===== src/rtl/drum_hit_scheduler.sv =====
// Drum-pad hit scheduler: synchronizes three pad triggers, applies retrigger lockout,
// queues one hit per pad and grants them round-robin to a shared sample-player voice.
module drum_hit_scheduler #(
    parameter int LOCKOUT_CYCLES = 250000
) (
    input  logic       clk,
    input  logic       reset,
    input  logic [2:0] trig_in,
    input  logic       play_ready,
    output logic       play_valid,
    output logic [1:0] play_sel,
    output logic       hat_hit,
    output logic       cymbal_hit,
    output logic       tom_hit,
    output logic [2:0] pending,
    output logic [7:0] drop_count
);

    localparam int CW = $clog2(LOCKOUT_CYCLES);
    localparam logic [CW-1:0] LOCK_LOAD = CW'(LOCKOUT_CYCLES - 1);

    typedef enum logic {
        IDLE,
        OFFER
    } state_t;

    logic [2:0]    sync1_q, sync2_q, sync3_q;
    logic [CW-1:0] lock_q [3];
    logic [CW-1:0] lock_d [3];
    logic [2:0]    pending_q, pending_d;
    logic [7:0]    drop_q, drop_d;
    logic [8:0]    dropSum;

    state_t        state_q;
    logic          play_valid_q;
    logic [1:0]    play_sel_q;
    logic [1:0]    last_q;
    logic [2:0]    hit_q;

    logic [2:0]    rise;
    logic [2:0]    accept;
    logic [2:0]    clear;
    logic [2:0]    drops;
    logic          handshake;
    logic [1:0]    nextSel;

    // Scan last+1, last+2, last+3 (mod 3); iterating backwards lets the nearest request win.
    function automatic logic [1:0] rrPick(input logic [2:0] req, input logic [1:0] last);
        logic [1:0] cand;
        rrPick = 2'd0;
        for (int k = 3; k >= 1; k--) begin
            cand = 2'((int'(last) + k) % 3);
            if (req[cand]) rrPick = cand;
        end
    endfunction

    always_ff @(posedge clk) begin
        if (reset) begin
            sync1_q <= '0;
            sync2_q <= '0;
            sync3_q <= '0;
        end else begin
            sync1_q <= trig_in;
            sync2_q <= sync1_q;
            sync3_q <= sync2_q;
        end
    end

    assign rise      = sync2_q & ~sync3_q;
    assign handshake = (state_q == OFFER) && play_ready;
    assign nextSel   = rrPick(pending_q, last_q);

    always_comb begin
        accept = '0;
        clear  = '0;
        lock_d = lock_q;
        for (int i = 0; i < 3; i++) begin
            accept[i] = rise[i] && (lock_q[i] == '0);
            clear[i]  = handshake && (play_sel_q == 2'(i));
            if (accept[i]) begin
                lock_d[i] = LOCK_LOAD;
            end else if (lock_q[i] != '0) begin
                lock_d[i] = lock_q[i] - 1'b1;
            end else begin
                lock_d[i] = '0;
            end
        end
    end

    // A fresh hit on a pad being granted this cycle re-queues instead of counting as a drop.
    always_comb begin
        pending_d = accept | (pending_q & ~clear);
        drops     = accept & pending_q & ~clear;
        dropSum   = {1'b0, drop_q} + 9'($countones(drops));
        drop_d    = dropSum[8] ? 8'hFF : dropSum[7:0];
    end

    always_ff @(posedge clk) begin
        if (reset) begin
            for (int i = 0; i < 3; i++) lock_q[i] <= '0;
            pending_q <= '0;
            drop_q    <= '0;
        end else begin
            for (int i = 0; i < 3; i++) lock_q[i] <= lock_d[i];
            pending_q <= pending_d;
            drop_q    <= drop_d;
        end
    end

    always_ff @(posedge clk) begin
        if (reset) begin
            state_q      <= IDLE;
            play_valid_q <= 1'b0;
            play_sel_q   <= 2'd0;
            last_q       <= 2'd2;
            hit_q        <= '0;
        end else begin
            hit_q <= '0;
            case (state_q)
                IDLE: begin
                    if (pending_q != '0) begin
                        play_sel_q   <= nextSel;
                        play_valid_q <= 1'b1;
                        state_q      <= OFFER;
                    end
                end
                OFFER: begin
                    if (play_ready) begin
                        play_valid_q <= 1'b0;
                        last_q       <= play_sel_q;
                        hit_q        <= 3'b001 << play_sel_q;
                        state_q      <= IDLE;
                    end
                end
                default: state_q <= IDLE;
            endcase
        end
    end

    assign play_valid = play_valid_q;
    assign play_sel   = play_sel_q;
    assign hat_hit    = hit_q[0];
    assign cymbal_hit = hit_q[1];
    assign tom_hit    = hit_q[2];
    assign pending    = pending_q;
    assign drop_count = drop_q;

endmodule


===== config.mk =====
export PLATFORM = sky130hd
export DESIGN_NAME = drum_hit_scheduler
export DESIGN_NICKNAME = d
export VERILOG_FILES = /design/src/rtl/drum_hit_scheduler.sv
export SDC_FILE = /design/constraint.sdc
export NUM_CORES = 1
export LEC_CHECK = 0
export CORE_MARGIN = 10
export CORE_UTILIZATION = 55
export DETAILED_ROUTE_END_ITERATION = 6
export PLACE_DENSITY = 0.75
export RECOVER_POWER = 25
export SLEW_MARGIN = 10
export SYNTH_ARGS = -nofsm -noshare
export SYNTH_HDL_FRONTEND = slang
export SYNTH_SLANG_ARGS = --single-unit
export TNS_END_PERCENT = 5

===== constraint.sdc =====
create_clock -name clk -period 7.58 [get_ports clk]
set_input_delay 0.758 -clock clk [delete_from_list [all_inputs] [get_ports clk]]
set_output_delay 0.758 -clock clk [all_outputs]
set_load 0.05 [all_outputs]

; Word-level counts from Yosys, hierarchy flattened
; Index checks and enable logic that the tools add are counted.
[word_totals]
ff_bits = 83
input_bits = 6
out_inout_bits = 17
elab_cells = 92
[classes]
addsub = 9
div = 3
magnitude_cmp = 3
n_eq_ne = 4
n_shift = 1
muxes = 22
n_bitwise = 12
n_reduce_logical = 22
[op_table]
columns = operator, count
row1 = $mux W18, 6
row2 = $mod A32 B3 Y32 const B, 3
row3 = $logic_not A18 Y1, 3
row4 = $reduce_bool A18 Y1, 3
row5 = $sub A18 B1 Y18 const B, 3
row6 = $and A3 B3 Y3, 4
row7 = $reduce_or A3 Y1, 4
row8 = $add A8 B3 Y9, 1
row9 = $lt A2 B3 Y1 const B, 3
row10 = $mux W8, 1
row11 = $logic_and A1 B1 Y1, 7
row12 = $mux W1, 7
row13 = $add A2 B2 Y3 const B, 2
row14 = $bmux W1 S2, 3
row15 = $mux W2, 3
row16 = $not A3 Y3, 2
row17 = $reduce_and A2 Y1, 3
row18 = $not A1 Y1, 5
row19 = $ne A2 B2 Y1 const B, 2
row20 = $pmux W1 S2, 2
row21 = $add A2 B1 Y3, 1
row22 = $add A2 B1 Y3 const B, 1
row23 = $or A3 B3 Y3, 1
row24 = $reduce_bool A3 Y1, 1
row25 = other kinds (5), 5

; Depth between registers and ports, before layout
[depth]
depth_word = 9
ltp_mapped = 14
mapped_depth_nobuf = 14

; Worst setup path before layout
; No wires, ideal clock.
[synth_path]
path_kind = reg2reg
start = register lock_q[45] in the netlist's numbering
end = register drop_q[7] (netlist: drop_count[7])
setup_ns = 0.131
arrival_ns = 3.533
t_required_ns = 7.449
path_slack_ns = 3.917
path_stages_with_launch = 15
path_buffers = 1
period_less_slack_ns = 3.663
cell_sequence = dfxtp_1 > or4_1 > or3_1 > buf_6 > nor4_4 > nand2_1 > or2_2 > fa_1 > inv_1 > ha_1 > fa_1 > nand2_1 > nor2_1 > nor4bb_1 > nor3_1
[synth_between]
elab_chain_len = 8
[synth_rtl]
columns = item, line
row1 = from (decl), 28  ; logic [CW-1:0] lock_q [3];
row2 = $logic_not A18 Y1, 78  ; accept[i] = rise[i] && (lock_q[i] == '0);
row3 = $logic_and A1 B1 Y1, 78
row4 = $and A3 B3 Y3 (2 in a row), 93  ; drops = accept & pending_q & ~clear;
row5 = $add A1 B1 Y2 (not written as such), 94  ; dropSum = {1'b0, drop_q} + 9'($countones(drops));
row6 = $add A2 B1 Y3 (not written as such), 94
row7 = $add A8 B3 Y9, 94
row8 = $mux W8, 95  ; drop_d = dropSum[8] ? 8'hFF : dropSum[7:0];
row9 = to (signal assigned), 106  ; drop_q <= drop_d;
row10 = to (decl), 31  ; logic [7:0] drop_q, drop_d;
; Every way passes these cells.
; A chain may end at the register's enable or synchronous reset.

; Final worst setup path
; Ends and elaborated chain as after synthesis.

==> qor.yml <==
worstPathRequired_ps: 7760
viasPerCell: 5.264
syn_avg_cell_area_um2: 9.026
synth_flop_cell: "dfxtp_1"
wl_per_cell_um: 12.59
clk_latency_ps: 350
grt_antenna_before_repair: 0
status: "complete, no violations"
holdBufCountCts: 0
vias: 2648
drc: 0
synth_top_area_share_pct: 45.79
cts_resized: 0
ctsRootBufferMaster: "clkbuf_8"
pin_count: 23
die_x_um: 101.2
die_h_um: 101.2
drv_slew: 0
grt_pass1_vias: 2619
fmax_mhz: 259.0
critPathKind: "flip-flop to flip-flop"
period_minus_slack_ps: 3861
routed_wirelength_um: 6332
synth_cell_types: 50
initial_core_util_pct: 56.82
syn2layout_area_growth_pct: 11.97
synth_nets: 420
insertedDiodeCount: 0
peakVddDrop_mv: 0.2800
startpoint_type: "flip-flop"
slew_headroom_pct: 11.96
rsz0062_at_grt: "false"
synth_edf_count: 0
htreeDepth: 3
worstMarginPinSlew_ps: 1321
setup_tns_ps: 0
synth_most_common_cell: "dfxtp_1"
skew_ps: 12.38
synth.area.top_cells: "dfxtp_1 (46%), xnor2_1 (7.5%), nor2_1 (4.9%), o21ai_0 (4.8%), ha_1 (3.4%)"
post-route-period-util_pct: 50.93
synthArstFlopShare_pct: 0
nets: 439
end_kind: "flip-flop"
maxCapViolCount: 0
setup_viol: 0
clkSinkCount: 83
synth_commonest_cells: "dfxtp_1 (83), nor2_1 (47), o21ai_0 (35)"
place_hpwl_um: 4486
clk_pin_slew_worst_paths_ps: 80
cts_buffer_depth: 2
power_density_nw_per_um2: 409.7
grt_max_degree: 35
io_buffer_count: 22
yosys.area.top_type: "dfxtp_1"
hold_ws_ps: 441.8
drtPass1Iterations: 4
yosys_warnings: 0
ant_nets: 0
drive_gt1_share_pct: 5.399
grt_pass1_wl_um: 11360
grt.total_usage_pct: 13.18
synth_seq_cells: 83
dieArea_um2: 10250
hold_violations: 0
syn-instance-count: 402
num_rows: 29
cts_post_setup_buffers_inserted: 0
netlist_area_um2: 3628
ys_seq_area_share_pct: 45.79
cts_tree: "built"
cp_max_fo: 6
leakagePower_nw: 1.515
arrival_ps: 4040
drt_iter0_markers: 123
numCtsBuffers: 9
finalWeightedCongestion: 0.7710
grt_overflow: 0
fp.coreArea_um2: 6386
hold_path_class: "flip-flop to flip-flop"
[per-stage QoR]
| stage | cell area (µm²) | instances | power [W] | utilization [%] | worst slack, ps |
|---|---|---|---|---|---|
| floorplan | 3628 | 402 | 0.001257 | - | 3917 |
| global placement | 3880 | 487 | 0.001350 | 60.76 | 3813 |
| detailed placement | 3880 | 487 | 0.001368 | 60.76 | 3756 |
| CTS | 4066 | 503 | 0.001680 | 63.68 | 3737 |
| global route | 4063 | 503 | 0.001807 | 63.62 | 3405 |
| finish | 4063 | 503 | 0.001665 | 63.62 | 3719 |
[cells by family (layout without fill, tap and decap cells)]
family          count (synthesis)  count (layout)  share of synthesized area (%)
fa+ha+maj                      12              12                          4.552
mux                             3               3                         0.8276
buf+inv                        32              56                          3.758
flops                          83              83                          45.79
compound gates                 64              64                          10.00
simple gates                  163             163                          24.21
xor+xnor                       45              45                          10.86
[layout by cell type (no fill, tap or decap), types with 3 or more instances in the layout]
cell type        count
inv_1               17
ha_1                10
or2_2                4
nor2_1              47
nand2_1             26
mux2i_1              3
clkbuf_8             9
nand3b_1             6
a21oi_1             15
nor2b_1             12
nand3_1              8
nor3b_1              3
nor4_1              14
xnor2_1             31
nor3_1              16
clkbuf_1             4
o21ai_0             35
xor2_1              14
clkdlybuf4s50_1     21
dfxtp_1             83
nor4bb_1             3
or3_1                6
[cell type report]
type | instances | area, µm²
clock buffer | 12 | 135.1
clock inverter | 4 | 51.30
fill | 536 | 2323
inverter | 17 | 63.81
multi-input combinational | 287 | 1831
sequential | 83 | 1662
tap | 77 | 96.34
timing repair buffer | 23 | 224.0
[report_power, final]
part / switching (W) / internal (W) / leakage [nW] / total (W)
sequential: 0.000112 / 0.000565 / 0.679 / 0.000677
combinational: 0.000373 / 0.000310 / 0.745 / 0.000683
clock: 0.000152 / 0.000153 / 0.0906 / 0.000304
total: 0.000637 / 0.00103 / 1.51 / 0.00166
[worst max-delay path, cell delays in order (launching register included)]
cell and delay, ps:
dfxtp_1 340, or4_1 520, or3_1 470, nor4_4 270, nand2_1 100, or2_2 290
fa_1 500, inv_1 40, ha_1 220, fa_1 430, nand2_1 100, nor2_1 70
nor4bb_1 260, nor3_1 70
[registers in the layout, indices dropped and copies added (netlist names)]
register	flops
drop_count	8
hit_q	3
last_q	2
lock_q	54
pending	3
play_sel	2
play_valid	1
state_q	1
sync1_q	3
sync2_q	3
sync3_q	3
[path summary, 6_finish.rpt]
path | startpoint | slack, ps | end | cells past startpoint
worst max-delay path | lock_q[45] | 3720 | drop_count[7] | 13
worst min-delay path | sync1_q[2] | 440 | sync2_q[2] | 1
worst max register to register | lock_q[45] | 3720 | drop_count[7] | 13
worst min register to register | sync1_q[2] | 440 | sync2_q[2] | 1
[routing by layer]
metal,GRT usage [%],routed length [µm]
met5,0,0
met4,6.109,107
met3,3.199,239
met2,20.85,2843
met1,16.56,3141
(Power assumes the default switching activity.)
